==> src/rtl/pipe_hazard_ctrl.sv <==
// Central hazard / sequencing controller for the 5-stage FE/DE/EX/ME/WB pipeline.
// Generates stage enables and clears, EX operand forwarding selects, load-use
// stalls, taken-branch flushes, a data-memory wait freeze with a watchdog,
// and saturating stall/flush performance counters.
module pipe_hazard_ctrl #(
    parameter int CNT_W       = 32,
    parameter int MEM_TIMEOUT = 64,
    parameter int TO_W        = 7
) (
    input  logic             clk,
    input  logic             rst_n,
    input  logic [4:0]       rs1_de,
    input  logic [4:0]       rs2_de,
    input  logic [4:0]       rs1_ex,
    input  logic [4:0]       rs2_ex,
    input  logic [4:0]       rd_ex,
    input  logic [4:0]       rd_me,
    input  logic [4:0]       rd_wb,
    input  logic             RuWr_ex,
    input  logic             RuWr_me,
    input  logic             RuWr_wb,
    input  logic             DMRd_ex,
    input  logic             NextPCSrc,
    input  logic             dm_req_me,
    input  logic             dm_ack,
    output logic             en_pc_fe,
    output logic             en_de,
    output logic             flush_de,
    output logic             en_ex,
    output logic             clr,
    output logic             en_me,
    output logic             wb_bubble,
    output logic [1:0]       fwd_a,
    output logic [1:0]       fwd_b,
    output logic             mem_err,
    output logic [CNT_W-1:0] stall_cnt,
    output logic [CNT_W-1:0] flush_cnt
);

    typedef enum logic {
        RUN      = 1'b0,
        MEM_WAIT = 1'b1
    } state_t;

    localparam logic [TO_W-1:0]  TIMEOUT    = TO_W'(MEM_TIMEOUT);
    localparam logic [TO_W-1:0]  TIMEOUT_M1 = TO_W'(MEM_TIMEOUT - 1);
    localparam logic [CNT_W-1:0] CNT_MAX    = '1;

    state_t            state_q, state_d;
    logic [TO_W-1:0]   wait_q, wait_d;
    logic              mem_err_q, mem_err_d;
    logic [CNT_W-1:0]  stall_cnt_q, stall_cnt_d;
    logic [CNT_W-1:0]  flush_cnt_q, flush_cnt_d;

    logic load_use;
    logic mem_stall;

    assign load_use  = DMRd_ex && RuWr_ex && (rd_ex != 5'd0) &&
                       ((rd_ex == rs1_de) || (rd_ex == rs2_de));
    assign mem_stall = dm_req_me && !dm_ack;

    assign mem_err   = mem_err_q;
    assign stall_cnt = stall_cnt_q;
    assign flush_cnt = flush_cnt_q;

    // Operand forwarding for EX: the younger ME result wins over WB; x0 never forwards
    always_comb begin
        fwd_a = 2'b00;
        fwd_b = 2'b00;
        if (RuWr_me && (rd_me != 5'd0) && (rd_me == rs1_ex))
            fwd_a = 2'b01;
        else if (RuWr_wb && (rd_wb != 5'd0) && (rd_wb == rs1_ex))
            fwd_a = 2'b10;
        if (RuWr_me && (rd_me != 5'd0) && (rd_me == rs2_ex))
            fwd_b = 2'b01;
        else if (RuWr_wb && (rd_wb != 5'd0) && (rd_wb == rs2_ex))
            fwd_b = 2'b10;
        // Outputs sit at their idle values while reset is asserted
        if (!rst_n) begin
            fwd_a = 2'b00;
            fwd_b = 2'b00;
        end
    end

    // Next-state, counters and stage control; memory freeze beats branch beats load-use
    always_comb begin
        state_d     = state_q;
        wait_d      = wait_q;
        mem_err_d   = mem_err_q;
        stall_cnt_d = stall_cnt_q;
        flush_cnt_d = flush_cnt_q;
        en_pc_fe    = 1'b1;
        en_de       = 1'b1;
        flush_de    = 1'b0;
        en_ex       = 1'b1;
        clr         = 1'b0;
        en_me       = 1'b1;
        wb_bubble   = 1'b0;

        case (state_q)
            RUN: begin
                if (mem_stall) begin
                    en_pc_fe  = 1'b0;
                    en_de     = 1'b0;
                    en_ex     = 1'b0;
                    en_me     = 1'b0;
                    wb_bubble = 1'b1;
                    state_d   = MEM_WAIT;
                    wait_d    = TO_W'(1);
                end else if (NextPCSrc) begin
                    // DE is squashed, so any load-use against it is moot
                    flush_de = 1'b1;
                    clr      = 1'b1;
                    if (flush_cnt_q != CNT_MAX)
                        flush_cnt_d = flush_cnt_q + CNT_W'(1);
                end else if (load_use) begin
                    // One bubble: the load moves to ME next cycle, clearing the hazard
                    en_pc_fe = 1'b0;
                    en_de    = 1'b0;
                    clr      = 1'b1;
                    if (stall_cnt_q != CNT_MAX)
                        stall_cnt_d = stall_cnt_q + CNT_W'(1);
                end
            end
            MEM_WAIT: begin
                if (stall_cnt_q != CNT_MAX)
                    stall_cnt_d = stall_cnt_q + CNT_W'(1);
                if (dm_ack) begin
                    // Completing access advances; whole pipe released this cycle
                    state_d = RUN;
                    wait_d  = '0;
                end else begin
                    en_pc_fe  = 1'b0;
                    en_de     = 1'b0;
                    en_ex     = 1'b0;
                    en_me     = 1'b0;
                    wb_bubble = 1'b1;
                    if (wait_q != TIMEOUT)
                        wait_d = wait_q + TO_W'(1);
                    if (wait_q >= TIMEOUT_M1)
                        mem_err_d = 1'b1;
                end
            end
            default: begin
                state_d = RUN;
                wait_d  = '0;
            end
        endcase

        if (!rst_n) begin
            en_pc_fe  = 1'b1;
            en_de     = 1'b1;
            flush_de  = 1'b0;
            en_ex     = 1'b1;
            clr       = 1'b0;
            en_me     = 1'b1;
            wb_bubble = 1'b0;
        end
    end

    // State, watchdog and performance counter registers
    always_ff @(posedge clk or negedge rst_n) begin
        if (!rst_n) begin
            state_q     <= RUN;
            wait_q      <= '0;
            mem_err_q   <= 1'b0;
            stall_cnt_q <= '0;
            flush_cnt_q <= '0;
        end else begin
            state_q     <= state_d;
            wait_q      <= wait_d;
            mem_err_q   <= mem_err_d;
            stall_cnt_q <= stall_cnt_d;
            flush_cnt_q <= flush_cnt_d;
        end
    end

endmodule

==> config.mk <==
export PLATFORM = sky130hd
export DESIGN_NAME = pipe_hazard_ctrl
export DESIGN_NICKNAME = d
export VERILOG_FILES = /design/src/rtl/pipe_hazard_ctrl.sv
export SDC_FILE = /design/constraint.sdc
export NUM_CORES = 1
export LEC_CHECK = 0
export CORE_UTILIZATION = 30
export DETAILED_ROUTE_END_ITERATION = 16
export DONT_BUFFER_PORTS = 1
export HOLD_SLACK_MARGIN = 0.02
export PLACE_DENSITY_LB_ADDON = 0.08
export SYNTH_ARGS = -nofsm -noshare
export SYNTH_HDL_FRONTEND = slang
export SYNTH_SLANG_ARGS = --single-unit
==> constraint.sdc <==
create_clock -name clk -period 2.8 [get_ports clk]
set_clock_uncertainty 0.1 [all_clocks]
set_input_delay 0.28 -clock clk [delete_from_list [all_inputs] [get_ports clk]]
set_output_delay 0.28 -clock clk [all_outputs]
set_load 0.03 [all_outputs]
Yosys cells after proc, flatten, opt, wreduce, memory -nomap -nowiden
Cells that the tools add are included.
{ "totals": {"register_bits": 73, "input_bits": 44, "output_inout_bits": 76, "word_cells": 82} }
{ "classes": {"addsub": 3, "n_lt_le_gt_ge": 1, "n_eq_ne": 14, "muxes": 37, "bitwise": 3, "reduce_logical": 19} }
{ "ops": {"columns": ["cell", "count"], "rows": [
  ["32-bit 2-to-1 mux", 4],
  ["32-bit by 1-bit adder with 32-bit output (second input constant)", 2],
  ["32-bit inequality test (second input constant)", 2],
  ["32-bit one-hot mux with 2 select lines", 1],
  ["5-bit equality test", 6],
  ["7-bit 2-to-1 mux", 3],
  ["1-bit 2-to-1 mux", 19],
  ["5-bit nonzero test", 3],
  ["7-bit one-hot mux with 2 select lines", 1],
  ["2-bit 2-to-1 mux", 6],
  ["1-bit logical AND", 10],
  ["2-bit inequality test (second input constant)", 4],
  ["7-bit by 1-bit adder with 7-bit output (second input constant)", 1],
  ["7-bit by 6-bit greater-or-equal comparator with 1-bit output (second input constant)", 1],
  ["7-bit inequality test (second input constant)", 1],
  ["1-bit one-hot mux with 2 select lines", 3],
  ["3-bit AND reduction", 2],
  ["4-bit AND reduction", 1],
  ["3-bit by 2-bit inequality test with 1-bit output (second input constant)", 1],
  ["1-bit inverter", 3],
  ["2-bit AND reduction", 1],
  ["1-bit logical NOT", 1],
  ["1-bit logical OR", 1]
]} }

Longest topological paths before layout
Gate-level depths: netlist of run 1.
{ "depth": {"depth_word": 8, "ltp_mapped": 8, "ltp_nobuf": 7} }

Worst setup path after synthesis of run 1
Ideal clock, no wire load.
{ "synth_path": {"path_type": "input to output", "start": "in rd_me[1]", "end": "out fwd_a[1]", "arrival_time_ns": 2.075, "required_time_ns": 2.420, "setup_slack_ns": 0.345, "stages": 4, "path_buffers": 0, "path_cell_list": "or4_1 o21ai_0 nor4_1 nor4_1"} }
{ "synth_between": {"elab_chain_len": 5, "word_cells_on_any_way": 6, "cone_classes": "eq/ne (1); mux (2); reduce/logical (3)"} }
{ "synth_lines": {"columns": ["element", "line", "rtl"], "rows": [
  ["start, declared", "17", "input logic [4:0] rd_me,"],
  ["5-bit nonzero test", "70", "if (RuWr_me && (rd_me != 5'd0) && (rd_me == rs1_ex))"],
  ["1-bit logical AND", "70", null],
  ["1-bit logical AND *", "70", null],
  ["2-bit 2-to-1 mux *", "70", null],
  ["2-bit 2-to-1 mux *", "79", "if (!rst_n) begin"],
  ["end, declared", "33", "output logic [1:0] fwd_a,"]
]} }
Mark *: on every way between the ends. The rest lies on a longest branch, timed or not.

Worst setup path after layout of run 1
{ "layout_path": {"start": "reg flush_cnt_q[11], in the netlist flush_cnt[11]", "end": "reg flush_cnt_q[1], in the netlist flush_cnt[1]"} }
{ "layout_between": {"elab_chain_len": 2} }
{ "layout_lines": {"columns": ["element", "line", "rtl"], "rows": [
  ["start, declared", "53", "logic [CNT_W-1:0] flush_cnt_q, flush_cnt_d;"],
  ["start signal, assigned", "174", "flush_cnt_q <= flush_cnt_d;"],
  ["32-bit inequality test", "114", "if (flush_cnt_q != CNT_MAX)"],
  ["4-bit AND reduction (no line)", null, null]
]} }
Every way passes these cells.
A chain may end at the register's enable or synchronous reset.

==> results of run 1 <==
## critical path, delay by kind of cell, from the launching register on
| family | cells | cell delay, ns |
|---|---|---|
| flops | 1 | 0.64 |
| mux | 1 | 0.36 |
| simple gates | 4 | 1.27 |
## cell usage in the layout, fill, tap and decap left out, types with 2 or more instances in the layout
cell type,synthesis,final
dfrtp_1,73,73
xor2_1,47,47
xnor2_1,45,45
nand3_1,29,29
nand2_1,29,29
nand4_1,28,28
nor2_1,26,26
buf_4,2,24
nor3_1,18,18
and3_1,12,12
inv_1,10,10
o21ai_0,10,10
clkbuf_16,0,9
nor4_1,6,6
and4_1,6,6
a31oi_1,4,4
ha_1,4,4
or4_1,3,3
and2_1,3,3
a21oi_1,3,3
clkbuf_8,0,3
or3_1,2,2
nor3b_4,2,2
o211ai_1,2,2
and4_2,2,2
mux2_2,2,2
nand3_2,2,2
nor3_2,2,2
a21oi_2,2,2
clkinvlp_4,0,2
dlygate4sd3_1,0,2
## state kept, by name, summed over array words and instances, names as in the netlist
name and count:
stall_cnt 32, flush_cnt 32, mem_err 1, state_q 1, wait_q 7
## layout make-up
class | instances | area (um^2)
repair buffers | 27 | 227.7
fillers | 1350 | 8457
multi-input cells | 314 | 2210
clock inverters | 4 | 50.05
flip-flops and latches | 73 | 1827
clock buffers | 12 | 266.5
inverters | 10 | 37.54
well taps | 176 | 220.2
## cells by family after synthesis
logic type,count (synthesis),synth area share (%)
xor gates and xnor gates,92,19.58
buffers and inverters,17,1.915
and+or+nand+nor,182,25.57
DFF,73,44.39
AOI/OAI and AO/OA,34,6.780
adders and majority gates,4,1.216
muxes,2,0.5472
## report_power, final
part / internal, mW / total [mW] / switching, mW
combinational: 0.177 / 0.450 / 0.274
clock: 0.761 / 1.20 / 0.443
sequential: 1.14 / 1.34 / 0.205
## worst min path at each step
stage | cells past startpoint | to | slack (ns) | from
floorplan | 0 | flush_cnt[0] | -0.12 | rst_n
global placement | 0 | flush_cnt[27] | -0.11 | rst_n
detailed placement | 0 | flush_cnt[27] | -0.11 | rst_n
CTS | 2 | state_q | 0.1 | dm_req_me
global route | 2 | state_q | 0.16 | dm_req_me
finish | 2 | state_q | 0.11 | dm_req_me
## routing by layer
metal	routed length (um)	vias up	global-route usage [%]
met3	796	10	6.466
met2	4807	88	24.38
met4	144	0	5.538
met1	4357	1494	18.70
met5	0	-	0
li1	-	1503	-
==> impl_metrics.env, run 1 <==
export IMPL_synthCells=404
export IMPL_start_util_pct=30.95
export IMPL_critPathMaxFanout=8
export IMPL_ys_warn_count=0
export IMPL_grt_total_usage_pct=15.43
export IMPL_r2r_setup_slack_ns=0.32
export IMPL_finalMaxSlewViolations=0
export IMPL_gp_congestion=0.7519
export IMPL_antenna_found_initial=0
export IMPL_r2r_end="flush_cnt[1]"
export IMPL_min_period_ns=2.483
export IMPL_wire_per_inst_um=16.41
export IMPL_fp_dieH_um=119.1
export IMPL_ys_async_sr_fraction_pct=100.0
export IMPL_drtPass1Iterations=4
export IMPL_path_clk_slew_ns=0.06
export IMPL_cts_root_buf="clkbuf_16"
export IMPL_drv_cap=0
export IMPL_outcome="complete, no violations"
export IMPL_critPathKind="reg -> reg"
export IMPL_power_leakage_nw=2.086
export IMPL_grt_pass1_vias=3198
export IMPL_die_w_um=119.1
export IMPL_ys_ff_latch=73
export IMPL_hp_class="in -> reg"
export IMPL_dominantRegCellSynth="dfrtp_1"
export IMPL_cp_cell_sequence="nand4_4 -> nor4_1 -> nand4_1 -> nand2_1 -> mux2_2"
export IMPL_cts_buffer_depth=2
export IMPL_synth_cell_type_count=55
export IMPL_dp_hpwl_um=7180
export IMPL_core_area_um2=13300
export IMPL_crit_slowest_cell="dfrtp_1"
export IMPL_cts_repair_resized=0
export IMPL_cp_end_kind="flip-flop"
export IMPL_synth_top_area_share_pct=44.39
export IMPL_postRouteAntennaNets=0
export IMPL_cp_required_ns=2.92
export IMPL_yosysSeqAreaShare_pct=44.39
export IMPL_cts_setup_buffers=0
export IMPL_yosysMostFrequentCell="dfrtp_1"
export IMPL_syn_to_final_growth_pct=17.57
export IMPL_cts_tree="yes"
export IMPL_finalSetupViolCount=0
export IMPL_vias_per_cell=5.024
export IMPL_post_route_util_pct=36.39
export IMPL_final_setup_worst_slack_ns=0.3172
export IMPL_power_mw=2.994
export IMPL_hold_ws_ns=0.1113
export IMPL_ctsHoldBuffers=3
export IMPL_final_hold_viol_count=0
export IMPL_crit_arrival_ns=2.60
export IMPL_gr_total_overflow=0
export IMPL_nNetsFinal=483
export IMPL_min_period_over_period_pct=88.67
export IMPL_cp_startpoint="flush_cnt[11]"
export IMPL_clock_fmax_mhz=402.8
export IMPL_grt_max_degree=74
export IMPL_finalNonFillerCells=616
export IMPL_setup_tns_ns=0
export IMPL_synth_common_cells="dfrtp_1, xor2_1, xnor2_1, nand2_1, nand3_1"
export IMPL_drc=0
export IMPL_reg2reg_depth=5
export IMPL_synth_largest_area_cell="dfrtp_1"
export IMPL_regToRegStartpoint="flush_cnt[11]"
export IMPL_worst_pin_slew_ns=0.7457
export IMPL_start_kind="flip-flop"
export IMPL_synth_edf_count=0
export IMPL_antenna_cells=0
export IMPL_slowest_delay_ns=0.64
export IMPL_dp_slack_ns=0.3105
export IMPL_pin_count=120
export IMPL_grt_pass1_wl_um=17110
export IMPL_routed_wl_um=10110
export IMPL_slew_headroom_pct=50.23
export IMPL_synth_area_leaders="dfrtp_1, xor2_1, xnor2_1, nand4_1, nand3_1"
export IMPL_synthesis_area_um2=4115
export IMPL_cts_sinks=73
export IMPL_rows=42
export IMPL_place_area_um2=4474
export IMPL_ir_drop_mv=0.5220
export IMPL_port_buffers=0
export IMPL_crit_end="flush_cnt[1]"
export IMPL_vias=3095
export IMPL_dieArea_um2=14190
export IMPL_synth_nets=452
export IMPL_insertion_delay_ns=0.33
export IMPL_rsz0062_at_grt="false"
export IMPL_place_inst=597
export IMPL_final_layout_size_suffix_gt1_share_pct=14.77
export IMPL_drt_iter0_markers=142
export IMPL_cts_htree_levels=3
export IMPL_syn_area_per_cell_um2=10.19
export IMPL_final_cell_area_um2=4838
export IMPL_cts_made_buffers=9
export IMPL_powerDensity_nw_per_um2=618.9
Note: power is estimated with default switching activity, not from simulation.
==> run 2: changes to the inputs <==
--- a/config.mk
+++ b/config.mk
@@ -9,7 +9,7 @@
 export DETAILED_ROUTE_END_ITERATION = 16
 export DONT_BUFFER_PORTS = 1
 export HOLD_SLACK_MARGIN = 0.02
-export PLACE_DENSITY_LB_ADDON = 0.08
+export PLACE_DENSITY_LB_ADDON = 0.25
 export SYNTH_ARGS = -nofsm -noshare
 export SYNTH_HDL_FRONTEND = slang
 export SYNTH_SLANG_ARGS = --single-unit
==> run 2 against run 1 <==
Against the previous run:
- combinational power grew 10%
- worst hold slack lost 0.053 ns
- routed wire length shrank 1.4%
- die area is the same
- setup slack gained 0.037 ns
- critical endpoint is now stall_cnt[1]
==> impl_metrics.env, run 2 (same netlist as run 1, synthesis figures left out) <==
export IMPL_dieArea_um2=14190
export IMPL_p_sw_mw=0.9121
export IMPL_min_period_over_period_pct=87.35
export IMPL_hp_class="in -> reg"
export IMPL_grt_pass1_wl_um=16760
export IMPL_final_common_cell="dfrtp_1"
export IMPL_outcome="complete, no violations"
export IMPL_powerDensity_nw_per_um2=594.5
export IMPL_drtPass1Iterations=4
export IMPL_path_delay_family="simple AND/OR/NAND/NOR gates"
export IMPL_postRouteAntennaNets=0
export IMPL_cp_required_ns=2.92
export IMPL_cts_htree_levels=3
export IMPL_nNetsFinal=485
export IMPL_finalMaxSlewViolations=0
export IMPL_cts_root_buf="clkbuf_16"
export IMPL_cts_sinks=73
export IMPL_rsz0062_at_grt="false"
export IMPL_fp_dieH_um=119.1
export IMPL_cts_tree="yes"
export IMPL_final_layout_size_suffix_gt1_share_pct=14.51
export IMPL_cts_made_buffers=9
export IMPL_crit_slowest_cell="nor3b_4"
export IMPL_finalSetupViolCount=0
export IMPL_slowest_delay_ns=0.63
export IMPL_rows=42
export IMPL_port_buffers=0
export IMPL_grt_total_usage_pct=15.11
export IMPL_drt_iter0_markers=136
export IMPL_cp_num_buf_inv=0
export IMPL_min_period_ns=2.446
export IMPL_drv_cap=0
export IMPL_hold_ws_ns=0.05853
export IMPL_power_frac_seq_pct=46.0
export IMPL_power_mw=2.854
export IMPL_start_kind="flip-flop"
export IMPL_vias=3109
export IMPL_syn_to_final_growth_pct=16.66
export IMPL_worst_pin_slew_ns=0.7332
export IMPL_cts_setup_buffers=0
export IMPL_cts_buffer_depth=2
export IMPL_gr_total_overflow=0
export IMPL_filler_cell_count=1335
export IMPL_wire_per_inst_um=16.14
export IMPL_antenna_cells=0
export IMPL_internal_power_mw=1.942
export IMPL_cp_end_kind="flip-flop"
export IMPL_core_area_um2=13300
export IMPL_place_inst=599
export IMPL_crit_arrival_ns=2.57
export IMPL_grt_pass1_vias=3214
export IMPL_start_util_pct=30.95
export IMPL_setup_tns_ns=0
export IMPL_clkPwrFrac_pct=36.6
export IMPL_vias_per_cell=5.039
export IMPL_ir_drop_mv=0.4058
export IMPL_critPathKind="reg -> reg"
export IMPL_finalNonFillerCells=617
export IMPL_critPathMaxFanout=18
export IMPL_dp_slack_ns=0.3671
export IMPL_drc=0
export IMPL_path_clk_slew_ns=0.06
export IMPL_final_hold_viol_count=0
export IMPL_die_w_um=119.1
export IMPL_dp_hpwl_um=7185
export IMPL_final_setup_worst_slack_ns=0.3542
export IMPL_slew_headroom_pct=50.60
export IMPL_pin_count=120
export IMPL_gp_congestion=0.8012
export IMPL_insertion_delay_ns=0.34
export IMPL_p_sw_share_pct=31.96
export IMPL_clock_fmax_mhz=408.9
export IMPL_comb_power_share_pct=17.4
export IMPL_mostFrequentLayoutCells="dfrtp_1, xor2_1, xnor2_1, nand3_1, nand2_1"
export IMPL_antenna_found_initial=0
export IMPL_crit_top_cell="and4_1"
export IMPL_grt_max_degree=74
export IMPL_routed_wl_um=9961
export IMPL_power_leakage_nw=2.074
export IMPL_cp_cell_sequence="and4_1 -> and4_1 -> nand4_1 -> nor3b_4 -> mux2_2"
export IMPL_cts_repair_resized=0
run 2: power by group through the flow:
stage | clock, mW | sequential, mW | combinational [mW]
6_report | 1.04 | 1.31 | 0.497
5_1_grt | 1.14 | 1.33 | 0.555
4_1_cts | 1.09 | 1.31 | 0.505
3_5_place_dp | 0 | 1.33 | 0.474
3_3_place_gp | 0 | 1.33 | 0.466
2_1_floorplan | 0 | 1.40 | 0.244
run 2: worst register-to-register path: stages, from the launching register on:
cell,delay [ns]
dfrtp_1,0.51
and4_1,0.30
and4_1,0.27
nand4_1,0.11
nor3b_4,0.63
mux2_2,0.41
run 2: area by class of cell:
cell class	count	area, um^2	area share [%]
clock buffer	12	246.5	5.134
clock inverter	3	17.52	0.3649
inverter	10	37.54	0.7819
multi-input combinational	314	2210	46.03
sequential	73	1827	38.05
tap	176	220.2	4.587
timing repair buffer	29	242.7	5.056
run 2: per-stage QoR:
stage          util [%]  instance area, um^2
2_1_floorplan         -                 4115
3_3_place_gp      33.77                 4489
4_1_cts           36.11                 4801
6_report          36.11                 4801
3_5_place_dp      33.77                 4489
5_1_grt           36.11                 4801
run 2: path summary, 6_finish.rpt:
| path | cells past startpoint | to | from | slack [ns] |
|---|---|---|---|---|
| setup / recovery | 5 | stall_cnt[1] | stall_cnt[22] | 0.35 |
| hold reg to reg | 1 | wait_q[5] | wait_q[5] | 0.42 |
| max in group asynchronous | 2 | flush_cnt[9] | rst_n | 1.92 |
| setup reg to reg | 5 | stall_cnt[1] | stall_cnt[22] | 0.35 |
| hold / removal | 2 | state_q | dm_req_me | 0.06 |
| min in group asynchronous | 2 | stall_cnt[2] | rst_n | 0.38 |
run 2: layer usage:
metal  global-route usage [%]  vias to the layer above  wire (um)  part of all wire, %
li1                         -                     1514          -                    -
met1                    18.62                     1497       4335                   44
met2                    23.36                       89       4634                   47
met3                    6.753                        9        868                  8.7
met4                    4.984                        0        121                  1.2
met5                        0                        -          0                    0
run 2: what timing repair did:
item / in CTS / in global routing
hold buffers: 3 / 0
endpoints found under the hold margin: 74 / 0
endpoints found under the setup margin: 0 / 0
